<file path="config.mk">
export PLATFORM = sky130hd
export DESIGN_NAME = track_sequencer
export DESIGN_NICKNAME = d
export VERILOG_FILES = /design/src/rtl/track_sequencer_pkg.sv /design/src/rtl/track_sequencer_edge_pulse.sv /design/src/rtl/track_sequencer.sv
export SDC_FILE = /design/constraint.sdc
export NUM_CORES = 1
export LEC_CHECK = 0
export ABC_CLOCK_PERIOD_IN_PS = 3320
export BUFFER_PORTS_ARGS = -buffer_cell sky130_fd_sc_hd__buf_2
export CAP_MARGIN = 25
export CORE_MARGIN = 3
export CORE_UTILIZATION = 50
export CTS_BUF_LIST = sky130_fd_sc_hd__clkbuf_16
export DETAILED_ROUTE_END_ITERATION = 8
export GPL_TIMING_DRIVEN = 0
export PLACE_DENSITY = 0.73
export SETUP_SLACK_MARGIN = 0.15
export SLEW_MARGIN = 20
export SYNTH_ARGS = -nofsm -noshare
export SYNTH_HDL_FRONTEND = slang
export SYNTH_SLANG_ARGS = --single-unit
</file>
<file path="constraint.sdc">
create_clock -name clk -period 3.32 [get_ports clk]
set_clock_uncertainty 0.05 [all_clocks]
set_input_delay 0.166 -clock clk [delete_from_list [all_inputs] [get_ports clk]]
set_output_delay 0.166 -clock clk [all_outputs]
set_load 0.02 [all_outputs]
</file>
<file path="src/rtl/track_sequencer_pkg.sv">
// Shared definitions for the track sequencer: loop-mode codes, the playback
// FSM encoding and the seconds-to-address-step conversion.
package track_sequencer_pkg;

  // loop_mode codes; 2'b11 falls through to the LOOP_ALL behaviour
  localparam logic [1:0] LOOP_STOP = 2'b00;
  localparam logic [1:0] LOOP_ALL  = 2'b01;
  localparam logic [1:0] LOOP_ONE  = 2'b10;

  // state   | meaning
  // PAUSED  | position held, seeks still act
  // PLAYING | position advances on sample_en
  // LOAD    | one cycle: addr <= 0, track_start pulse, back to play state
  typedef enum logic [1:0] {
    PAUSED  = 2'd0,
    PLAYING = 2'd1,
    LOAD    = 2'd2
  } state_t;

  function automatic int sec_to_step(input int seconds, input int samples_per_sec);
    return seconds * samples_per_sec;
  endfunction

endpackage

</file>
<file path="src/rtl/track_sequencer_edge_pulse.sv">
// Registered rising-edge detector for a level button.
// Ports: clk, rst_n (async active-low), i_level (button level),
//        o_pulse (high for the cycle in which i_level is first seen high).
// r_arm stays low for the first clock after reset so a button that was held
// through reset is absorbed into the history instead of firing.
module track_sequencer_edge_pulse (
  input  logic clk,
  input  logic rst_n,
  input  logic i_level,
  output logic o_pulse
);

  logic r_prev;
  logic r_arm;

  always_ff @(posedge clk or negedge rst_n) begin
    if (!rst_n) begin
      r_prev <= 1'b0;
      r_arm  <= 1'b0;
    end else begin
      r_prev <= i_level;
      r_arm  <= 1'b1;
    end
  end

  assign o_pulse = i_level & ~r_prev & r_arm;

endmodule

</file>
<file path="src/rtl/track_sequencer.sv">
// Playback position owner for TRACKS tracks sharing one ROM.
// Handles play/pause, per-sample address stepping, short/long seeks,
// next/prev (with restart window), end-of-track detection and loop modes.
// Ports:
//   clk, reset (async active-low), sample_en (step strobe)
//   play_pause/next/prev/fwd_short/back_short/fwd_long/back_long (level buttons)
//   loop_mode (00 stop, 01 wrap, 10 repeat one, 11 wrap)
//   rom_data (word at rom_addr), rom_addr = {track_sel, addr}
//   playing, track_start/time_adj/list_end (1-cycle pulses), time_adder (signed s)
module track_sequencer
  import track_sequencer_pkg::*;
#(
  parameter int TRACKS          = 4,
  parameter int ADDR_W          = 22,
  parameter int DATA_W          = 8,
  parameter logic [DATA_W-1:0] END_WORD = '1,
  parameter int SAMPLES_PER_SEC = 8000,
  parameter int SEEK_SHORT_S    = 10,
  parameter int SEEK_LONG_S     = 30,
  parameter int PREV_RESTART_S  = 3,
  localparam int SEL_W          = (TRACKS > 1) ? $clog2(TRACKS) : 1
) (
  input  logic                    clk,
  input  logic                    reset,
  input  logic                    sample_en,
  input  logic                    play_pause,
  input  logic                    next,
  input  logic                    prev,
  input  logic                    fwd_short,
  input  logic                    back_short,
  input  logic                    fwd_long,
  input  logic                    back_long,
  input  logic [1:0]              loop_mode,
  input  logic [DATA_W-1:0]       rom_data,
  output logic [SEL_W+ADDR_W-1:0] rom_addr,
  output logic [SEL_W-1:0]        track_sel,
  output logic                    playing,
  output logic                    track_start,
  output logic                    time_adj,
  output logic signed [8:0]       time_adder,
  output logic                    list_end
);

  localparam logic [ADDR_W:0]   STEP_SHORT   = (ADDR_W+1)'(sec_to_step(SEEK_SHORT_S, SAMPLES_PER_SEC));
  localparam logic [ADDR_W:0]   STEP_LONG    = (ADDR_W+1)'(sec_to_step(SEEK_LONG_S, SAMPLES_PER_SEC));
  localparam logic [ADDR_W:0]   STEP_RESTART = (ADDR_W+1)'(sec_to_step(PREV_RESTART_S, SAMPLES_PER_SEC));
  localparam logic [ADDR_W-1:0] STEP_SHORT_L = STEP_SHORT[ADDR_W-1:0];
  localparam logic [ADDR_W-1:0] STEP_LONG_L  = STEP_LONG[ADDR_W-1:0];
  localparam logic [SEL_W-1:0]  LAST_TRACK   = SEL_W'(TRACKS - 1);
  localparam logic signed [8:0] ADJ_SHORT    = 9'(SEEK_SHORT_S);
  localparam logic signed [8:0] ADJ_LONG     = 9'(SEEK_LONG_S);

  state_t                r_state, w_state_nxt;
  logic                  r_play, w_play_nxt;
  logic [SEL_W-1:0]      r_track, w_track_nxt;
  logic [ADDR_W-1:0]     r_addr, w_addr_nxt;
  logic                  r_track_start, w_track_start_nxt;
  logic                  r_time_adj, w_time_adj_nxt;
  logic signed [8:0]     r_time_adder, w_time_adder_nxt;
  logic                  r_list_end, w_list_end_nxt;

  logic [6:0]            w_btn;
  logic [6:0]            w_edge;
  logic                  w_pp, w_nx, w_pv, w_fl, w_bl, w_fs, w_bs;
  logic                  w_load;
  logic                  w_end_play;
  logic [ADDR_W:0]       w_addr_ext;
  logic [ADDR_W:0]       w_sum_short, w_sum_long;
  logic [SEL_W-1:0]      w_track_inc, w_track_dec;
  logic [SEL_W-1:0]      w_end_track;
  logic                  w_end_stop;

  assign w_btn = {back_short, fwd_short, back_long, fwd_long, prev, next, play_pause};

  for (genvar g = 0; g < 7; g++) begin : g_edge
    track_sequencer_edge_pulse u_edge (
      .clk     (clk),
      .rst_n   (reset),
      .i_level (w_btn[g]),
      .o_pulse (w_edge[g])
    );
  end

  assign {w_bs, w_fs, w_bl, w_fl, w_pv, w_nx, w_pp} = w_edge;

  assign w_addr_ext  = {1'b0, r_addr};
  assign w_sum_short = w_addr_ext + STEP_SHORT;
  assign w_sum_long  = w_addr_ext + STEP_LONG;
  assign w_track_inc = (r_track == LAST_TRACK) ? '0 : r_track + SEL_W'(1);
  assign w_track_dec = (r_track == '0) ? LAST_TRACK : r_track - SEL_W'(1);
  assign w_end_play  = (r_state == PLAYING) &&
                       ((rom_data == END_WORD) || (r_addr == {ADDR_W{1'b1}}));

  // Destination for an end event (sentinel, last address or forward-seek overflow)
  always_comb begin
    w_end_track = w_track_inc;
    w_end_stop  = 1'b0;
    case (loop_mode)
      LOOP_ONE:  w_end_track = r_track;
      LOOP_STOP: if (r_track == LAST_TRACK) begin
                   w_end_track = '0;
                   w_end_stop  = 1'b1;
                 end
      default:   w_end_track = w_track_inc;
    endcase
  end

  always_comb begin
    w_state_nxt       = r_state;
    w_play_nxt        = r_play;
    w_track_nxt       = r_track;
    w_addr_nxt        = r_addr;
    w_track_start_nxt = 1'b0;
    w_time_adj_nxt    = 1'b0;
    w_time_adder_nxt  = r_time_adder;
    w_list_end_nxt    = 1'b0;
    w_load            = 1'b0;

    if (r_state == LOAD) begin
      // every button edge seen during LOAD is discarded
      w_addr_nxt        = '0;
      w_track_start_nxt = 1'b1;
      w_state_nxt       = r_play ? PLAYING : PAUSED;
    end else begin
      w_play_nxt = r_play ^ w_pp;
      if (w_end_play || (w_fl && w_sum_long[ADDR_W] && !w_nx && !w_pv) ||
          (w_fs && w_sum_short[ADDR_W] && !w_nx && !w_pv && !w_fl && !w_bl)) begin
        w_load      = 1'b1;
        w_track_nxt = w_end_track;
        if (w_end_stop) begin
          w_play_nxt     = 1'b0;
          w_list_end_nxt = 1'b1;
        end
      end else if (w_nx) begin
        w_load      = 1'b1;
        w_track_nxt = w_track_inc;
      end else if (w_pv) begin
        w_load = 1'b1;
        if (w_addr_ext < STEP_RESTART &&
            !(loop_mode == LOOP_STOP && r_track == '0))
          w_track_nxt = w_track_dec;
      end else if (w_fl) begin
        w_addr_nxt       = w_sum_long[ADDR_W-1:0];
        w_time_adder_nxt = ADJ_LONG;
        w_time_adj_nxt   = 1'b1;
      end else if (w_bl) begin
        if (w_addr_ext >= STEP_LONG) begin
          w_addr_nxt       = r_addr - STEP_LONG_L;
          w_time_adder_nxt = -ADJ_LONG;
          w_time_adj_nxt   = 1'b1;
        end else begin
          w_load = 1'b1;
        end
      end else if (w_fs) begin
        w_addr_nxt       = w_sum_short[ADDR_W-1:0];
        w_time_adder_nxt = ADJ_SHORT;
        w_time_adj_nxt   = 1'b1;
      end else if (w_bs) begin
        if (w_addr_ext >= STEP_SHORT) begin
          w_addr_nxt       = r_addr - STEP_SHORT_L;
          w_time_adder_nxt = -ADJ_SHORT;
          w_time_adj_nxt   = 1'b1;
        end else begin
          w_load = 1'b1;
        end
      end else if (r_state == PLAYING && sample_en && !w_pp) begin
        w_addr_nxt = r_addr + ADDR_W'(1);
      end

      if (w_load) w_state_nxt = LOAD;
      else        w_state_nxt = w_play_nxt ? PLAYING : PAUSED;
    end
  end

  always_ff @(posedge clk or negedge reset) begin
    if (!reset) begin
      r_state       <= PAUSED;
      r_play        <= 1'b0;
      r_track       <= '0;
      r_addr        <= '0;
      r_track_start <= 1'b0;
      r_time_adj    <= 1'b0;
      r_time_adder  <= '0;
      r_list_end    <= 1'b0;
    end else begin
      r_state       <= w_state_nxt;
      r_play        <= w_play_nxt;
      r_track       <= w_track_nxt;
      r_addr        <= w_addr_nxt;
      r_track_start <= w_track_start_nxt;
      r_time_adj    <= w_time_adj_nxt;
      r_time_adder  <= w_time_adder_nxt;
      r_list_end    <= w_list_end_nxt;
    end
  end

  assign rom_addr    = {r_track, r_addr};
  assign track_sel   = r_track;
  assign playing     = r_play;
  assign track_start = r_track_start;
  assign time_adj    = r_time_adj;
  assign time_adder  = r_time_adder;
  assign list_end    = r_list_end;

endmodule

</file>
=== Yosys cells after proc, flatten, opt, wreduce, memory -nomap -nowiden ===
Index checks and enable logic that the tools add are counted.

* Add/subtract/negate cells: 7
* $lt $le $gt $ge: 3
* Eq/ne operators: 13
* Mux-type cells: 58
* Bitwise operators: 26
* Reductions and logical operators: 32

{| class="wikitable"
|+ Operators by type and width
! kind !! count
|-
| $mux 22 || 11
|-
| $mux 9 || 6
|-
| $mux 1 || 31
|-
| $add 22x17->23 const B || 1
|-
| $add 22x18->23 const B || 1
|-
| $add 22x1->22 const B || 1
|-
| $eq 22x22->1 const B || 1
|-
| $ge 22x17->1 const B || 1
|-
| $ge 22x18->1 const B || 1
|-
| $lt 22x15->1 const B || 1
|-
| $sub 22x17->22 const B || 1
|-
| $sub 22x18->22 const B || 1
|-
| $mux 2 || 9
|-
| $and 1x1->1 || 14
|-
| $logic_and 1x1->1 || 13
|-
| $not 1->1 || 11
|-
| $eq 8x8->1 const B || 1
|-
| $reduce_bool 4->1 || 2
|-
| $reduce_and 7->1 || 1
|-
| $eq 2x2->1 const B || 3
|-
| $logic_not 1->1 || 6
|-
| $ne 6x6->1 const B || 1
|-
| $reduce_and 6->1 || 1
|-
| $reduce_bool 3->1 || 2
|-
| 13 further kinds || 18
|}

* Register bits: 47
* Logic and storage cells: 155

=== Depth between registers and ports, before layout ===
* Depth after elaboration: 14
* Depth in mapped cells: 10
* Mapped depth without buffers: 9

=== By module ===
Synthesis repeated with hierarchy kept, for this count alone.

* Cells, all modules: 445
* Area total of the unflattened synthesis: 3772.4 µm²

{| class="wikitable"
|+ By module, submodules not included
! module !! times used !! cells an instance !! area an instance (µm²)
|-
| track_sequencer || 1 || 417 || 3334.4
|-
| track_sequencer_edge_pulse || 7 || 4 || 62.6
|}

=== Least setup slack after synthesis ===
OpenSTA, ideal clock, no wires.

* Path type: register -> register
* From: register r_addr[8]
* To: register r_addr[12]
* Setup time: 0.076 ns
* Data arrival time: 2.535 ns
* Setup slack: 0.659 ns
* Stages on the path, launching flop included: 10
* Buffers on the path: 1
* Clock period less this slack: 2.661 ns
* Cell sequence: dfrtp_1 -> ha_1 -> nor4b_1 -> nand3_1 -> a21oi_1 -> o21ai_1 -> or3_1 -> buf_2 -> or4_1 -> o21ai_1

* Cells in the longest elaborated chain, start to end: 10
* Elaborated cells between the ends (all ways): 35
* Those cells by class: 5 x add/sub; 2 x order compare; 4 x eq/ne; 11 x mux; 13 x reduce/logical

{| class="wikitable"
|+ RTL lines
! element !! line !! RTL
|-
| from (decl) || track_sequencer.sv:56 || <nowiki>logic [ADDR_W-1:0] r_addr, w_addr_nxt;</nowiki>
|-
| from (signal assigned) || track_sequencer.sv:189 || <nowiki>r_addr <= w_addr_nxt;</nowiki>
|-
| $add 22x1->22 or $sub 22x17->22 (tied branches) || track_sequencer.sv:167, track_sequencer.sv:160 ||
|-
| $mux 22, on equally long branches || track_sequencer.sv:166, track_sequencer.sv:159 ||
|-
| $mux 22 || track_sequencer.sv:158 || <nowiki>end else if (w_bs) begin</nowiki>
|-
| $mux 22 || track_sequencer.sv:154 || <nowiki>end else if (w_fs) begin</nowiki>
|-
| $mux 22 || track_sequencer.sv:146 || <nowiki>end else if (w_bl) begin</nowiki>
|-
| $mux 22 || track_sequencer.sv:142 || <nowiki>end else if (w_fl) begin</nowiki>
|-
| $mux 22 || track_sequencer.sv:137 || <nowiki>end else if (w_pv) begin</nowiki>
|-
| $mux 22 || track_sequencer.sv:134 || <nowiki>end else if (w_nx) begin</nowiki>
|-
| $mux 22 || track_sequencer.sv:126 || <nowiki>if (w_end_play || (w_fl && w_sum_long[ADDR_W] && !w_nx && !w_pv) ||</nowiki>
|-
| $mux 22 || track_sequencer.sv:119 || <nowiki>if (r_state == LOAD) begin</nowiki>
|}

Parallel ways exist; a longest one is shown, timed or not. The select of a mux whose other input is x is not followed.
A chain may end at the register's enable or synchronous reset.

=== Final worst setup path ===
* From: register r_addr[9]
* To: register r_addr[8]

* Cells in the longest elaborated chain, start to end: 9
* Elaborated cells between the ends (all ways): 21
* Those cells by class: 2 x add/sub; 2 x order compare; 4 x eq/ne; 13 x reduce/logical

{| class="wikitable"
|+ RTL lines
! element !! line !! RTL
|-
| $add 22x17->23 || track_sequencer.sv:87 || <nowiki>assign w_sum_short = w_addr_ext + STEP_SHORT;</nowiki>
|-
| $logic_and 1x1->1 (5 in a row) || track_sequencer.sv:127 || <nowiki>(w_fs && w_sum_short[ADDR_W] && !w_nx && !w_pv && !w_fl && !w_bl)) begin</nowiki>
|-
| $logic_or 1x1->1 || track_sequencer.sv:126 ||
|-
| $ne 2x2->1 (no source line) || n/a ||
|-
| $reduce_and 6->1 (no source line) (*) || n/a ||
|}

Every way passes the cells marked *; elsewhere a longest branch is shown, timed or not.

==> results.sh <==
export IMPL_drive_gt1_frac=0.209
export IMPL_crit_chain="clkbuf_1, or4_1, a211oi_2, a21oi_1, nor3b_1, or3_1, buf_2, a211oi_1, a211oi_1"
export IMPL_worst_setup_path_end_kind="flip-flop"
export IMPL_core_area_mm2=0.00642
export IMPL_p_int_w=0.00161
export IMPL_avgSynthCellArea_um2=7.80
export IMPL_syn_area_mm2=0.00336
export IMPL_final_cell_mix="buf_2, nand2_1, dfrtp_1, a21oi_1, nor2_1"
export IMPL_r2r_slack_ns=0.28
export IMPL_p_sw_frac=0.470
export IMPL_rr_startpoint="r_addr[9]"
export IMPL_pwr_share_clk=0.183
export IMPL_irDropWorstVdd_v=0.000505
export IMPL_synth_edf_count=0
export IMPL_holdPathStages=4
export IMPL_total_power_w=0.00304
export IMPL_die_area_mm2=0.00773
export IMPL_cp_common_cell="a211oi_1"
export IMPL_gp_congestion=1.01
export IMPL_clk_path_buf_depth=2
export IMPL_slew_violations=0
export IMPL_yosys_warnings=0
export IMPL_clk_latency_ns=0.29
export IMPL_floorplan_initialDensity=0.523
export IMPL_clkTransAtPathRegs_ns=0.06
export IMPL_grt_max_degree=43
export IMPL_place_area_mm2=0.00374
export IMPL_worstPathRequired_ns=3.44
export IMPL_min_delay_start="loop_mode[0]"
export IMPL_antenna_found_initial=0
export IMPL_wl_per_cell_um=18.9
export IMPL_mostFrequentLayoutCell="buf_2"
export IMPL_cts_sinks=42
export IMPL_critical_path_class="reg -> reg"
export IMPL_ys_seq_area_frac=0.313
export IMPL_outcome="finished clean"
export IMPL_cp_arrival_ns=3.17
export IMPL_async_flop_share=1.00
export IMPL_areaGrowthSynthToFinish_pct=20.2
export IMPL_dieHeight_um=87.9
export IMPL_maxSlewHeadroom=0.428
export IMPL_ant_nets=0
export IMPL_setup_viol=0
export IMPL_hold_violations=0
export IMPL_hold_class="in -> reg"
export IMPL_power_switching_w=0.00143
export IMPL_h_tree_depth=2
export IMPL_regToRegEndpoint="r_addr[8]"
export IMPL_max_cap_violations=0
export IMPL_utilization=0.628
export IMPL_vias=3681
export IMPL_rows=29
export IMPL_routed_via_density=6.31
export IMPL_portBuffers=57
export IMPL_worst_path_buf_inv=2
export IMPL_finalNetCount=531
export IMPL_period_share=0.917
export IMPL_synth_fp_nets=456
export IMPL_dpl_hpwl_um=7940
export IMPL_reg2reg_depth=9
export IMPL_grt_pass1_wl_um=17500
export IMPL_fmax_mhz=329
export IMPL_drc_errors=0
export IMPL_max_slew_worst_pin_slew_ns=0.851
export IMPL_cp_top_family="simple AND/OR/NAND/NOR gates"
export IMPL_dr_pass1_iters=5
export IMPL_drt_wl_total_um=11000
export IMPL_cts_tree="yes"
export IMPL_ys_ff_latch=42
export IMPL_start_kind="flip-flop"
export IMPL_grt_pass1_vias=3410
export IMPL_ys_types=71
export IMPL_crit_path_max_incr_delay_ns=0.58
export IMPL_multi_input_area_mm2=0.00207
export IMPL_p_seq_frac=0.260
export IMPL_finalCriticalPeriod_ns=3.04
export IMPL_track_usage=0.294
export IMPL_powerDensity_mw_per_mm2=753
export IMPL_combPwrFrac=0.557
export IMPL_fillCellCount=608
export IMPL_final_seq_area_mm2=0.00105
export IMPL_cts_root_buf="clkbuf_16"
export IMPL_syn_instance_count=430
export IMPL_finalSetupTns_ns=0
export IMPL_die_w_um=87.9
export IMPL_n_antenna_cell=0
export IMPL_grt_overflow=0
export IMPL_drtIter0Drc=453
export IMPL_synth_ff_type="dfrtp_1"
export IMPL_cts_buffers_inserted=5
export IMPL_rsz0062_at_grt="true"
export IMPL_fin_area_mm2=0.00403
export IMPL_ios=59
export IMPL_cp_slowest_cell="or4_1"
export IMPL_hold_end="list_end"
export IMPL_p_leak_nw=1.79
export IMPL_path_max_fanout=10
[cell families after synthesis]
group / count (synthesis) / synth area share
AND/OR/NAND/NOR: 185 / 0.293
adder cells (fa/ha/maj): 6 / 0.0224
buffers and inverters: 51 / 0.0738
XOR/XNOR: 5 / 0.0131
multiplexers: 8 / 0.0242
AO/OA/AOI/OAI: 131 / 0.258
other: 2 / 0.00224
flip-flops: 42 / 0.313
[state kept, by name, indices dropped and copies added, names as in the netlist]
name and count:
list_end 1, time_adder 4, track_start 1, r_addr 22
track_sel 2, playing 1, g_edge.u_edge.r_prev 7, r_state 2
time_adj 1, g_edge.u_edge.r_arm 1
[Yosys cell counts, types with 7 or more instances]
| master | count | area (um^2) |
|---|---|---|
| mux2i_1 | 7 | 70.1 |
| buf_4 | 7 | 52.6 |
| nor2b_1 | 8 | 50.1 |
| nor3_1 | 19 | 95.1 |
| o21ai_0 | 28 | 140 |
| nand2_1 | 42 | 158 |
| a21o_1 | 10 | 75.1 |
| nor2_1 | 35 | 131 |
| a21oi_1 | 38 | 190 |
| dfrtp_1 | 42 | 1050 |
| clkbuf_1 | 22 | 82.6 |
| nand3_1 | 19 | 95.1 |
| nand3b_1 | 7 | 52.6 |
| inv_1 | 13 | 48.8 |
| nand4_1 | 11 | 68.8 |
[metal layers]
metal / share of wire / wire length, um / track usage
met2: 0.45 / 4960 / 0.448
met5: 0 / 0 / 0
met1: 0.42 / 4630 / 0.411
met3: 0.087 / 952 / 0.0386
met4: 0.041 / 451 / 0.141
[power groups by stage]
stage	sequential [W]	combinational [W]	clock, W
2_1_floorplan	0.000926	0.00101	0
3_3_place_gp	0.000789	0.00161	0
3_5_place_dp	0.000799	0.00163	0
4_1_cts	0.000790	0.00165	0.000569
5_1_grt	0.000818	0.00184	0.000589
6_report	0.000790	0.00169	0.000557
[worst max-delay path by stage]
| stage | startpoint | slack (ns) | end | cells past startpoint |
|---|---|---|---|---|
| 2_1_floorplan | r_addr[8] | 0.66 | r_addr[12] | 9 |
| 3_3_place_gp | r_addr[8] | 0.11 | r_addr[15] | 9 |
| 3_5_place_dp | r_addr[8] | 0.1 | r_addr[15] | 9 |
| 4_1_cts | r_addr[9] | 0.18 | r_addr[15] | 9 |
| 5_1_grt | r_addr[9] | 0.1 | r_addr[8] | 9 |
| 6_report | r_addr[9] | 0.28 | r_addr[8] | 9 |
[worst min-delay path: stages]
cell     delay, ns
buf_2         0.09
nor2_1        0.05
nand3_1       0.07
nor2_1        0.06
[what timing repair did]
action / CTS / global route
endpoints found under the setup margin: 4 / 16
gates resized for setup: 1 / 3
hold buffers: 7 / 1
setup buffers: 0 / 2
hold endpoints to repair: 7 / 11
pin swaps: 0 / 1
[metrics by stage]
step           hold slack [ns]  cells  setup slack [ns]
3_5_place_dp             0.238    564            0.0974
3_3_place_gp             0.237    564             0.107
4_1_cts                 0.0209    579             0.181
6_report                 0.140    583             0.276
5_1_grt                  0.155    583            0.0951
2_1_floorplan           -0.180    430             0.659
[layout make-up]
class	instances	share of cell area
Sequential cell	42	0.261
Tap cell	77	0.0239
Timing Repair Buffer	68	0.0993
Inverter	13	0.0121
Multi-Input combinational cell	337	0.513
Buffer	38	0.0493
Clock inverter	3	0.0102
Clock buffer	5	0.0310
No activity file was read; power rests on OpenSTA's default activity.
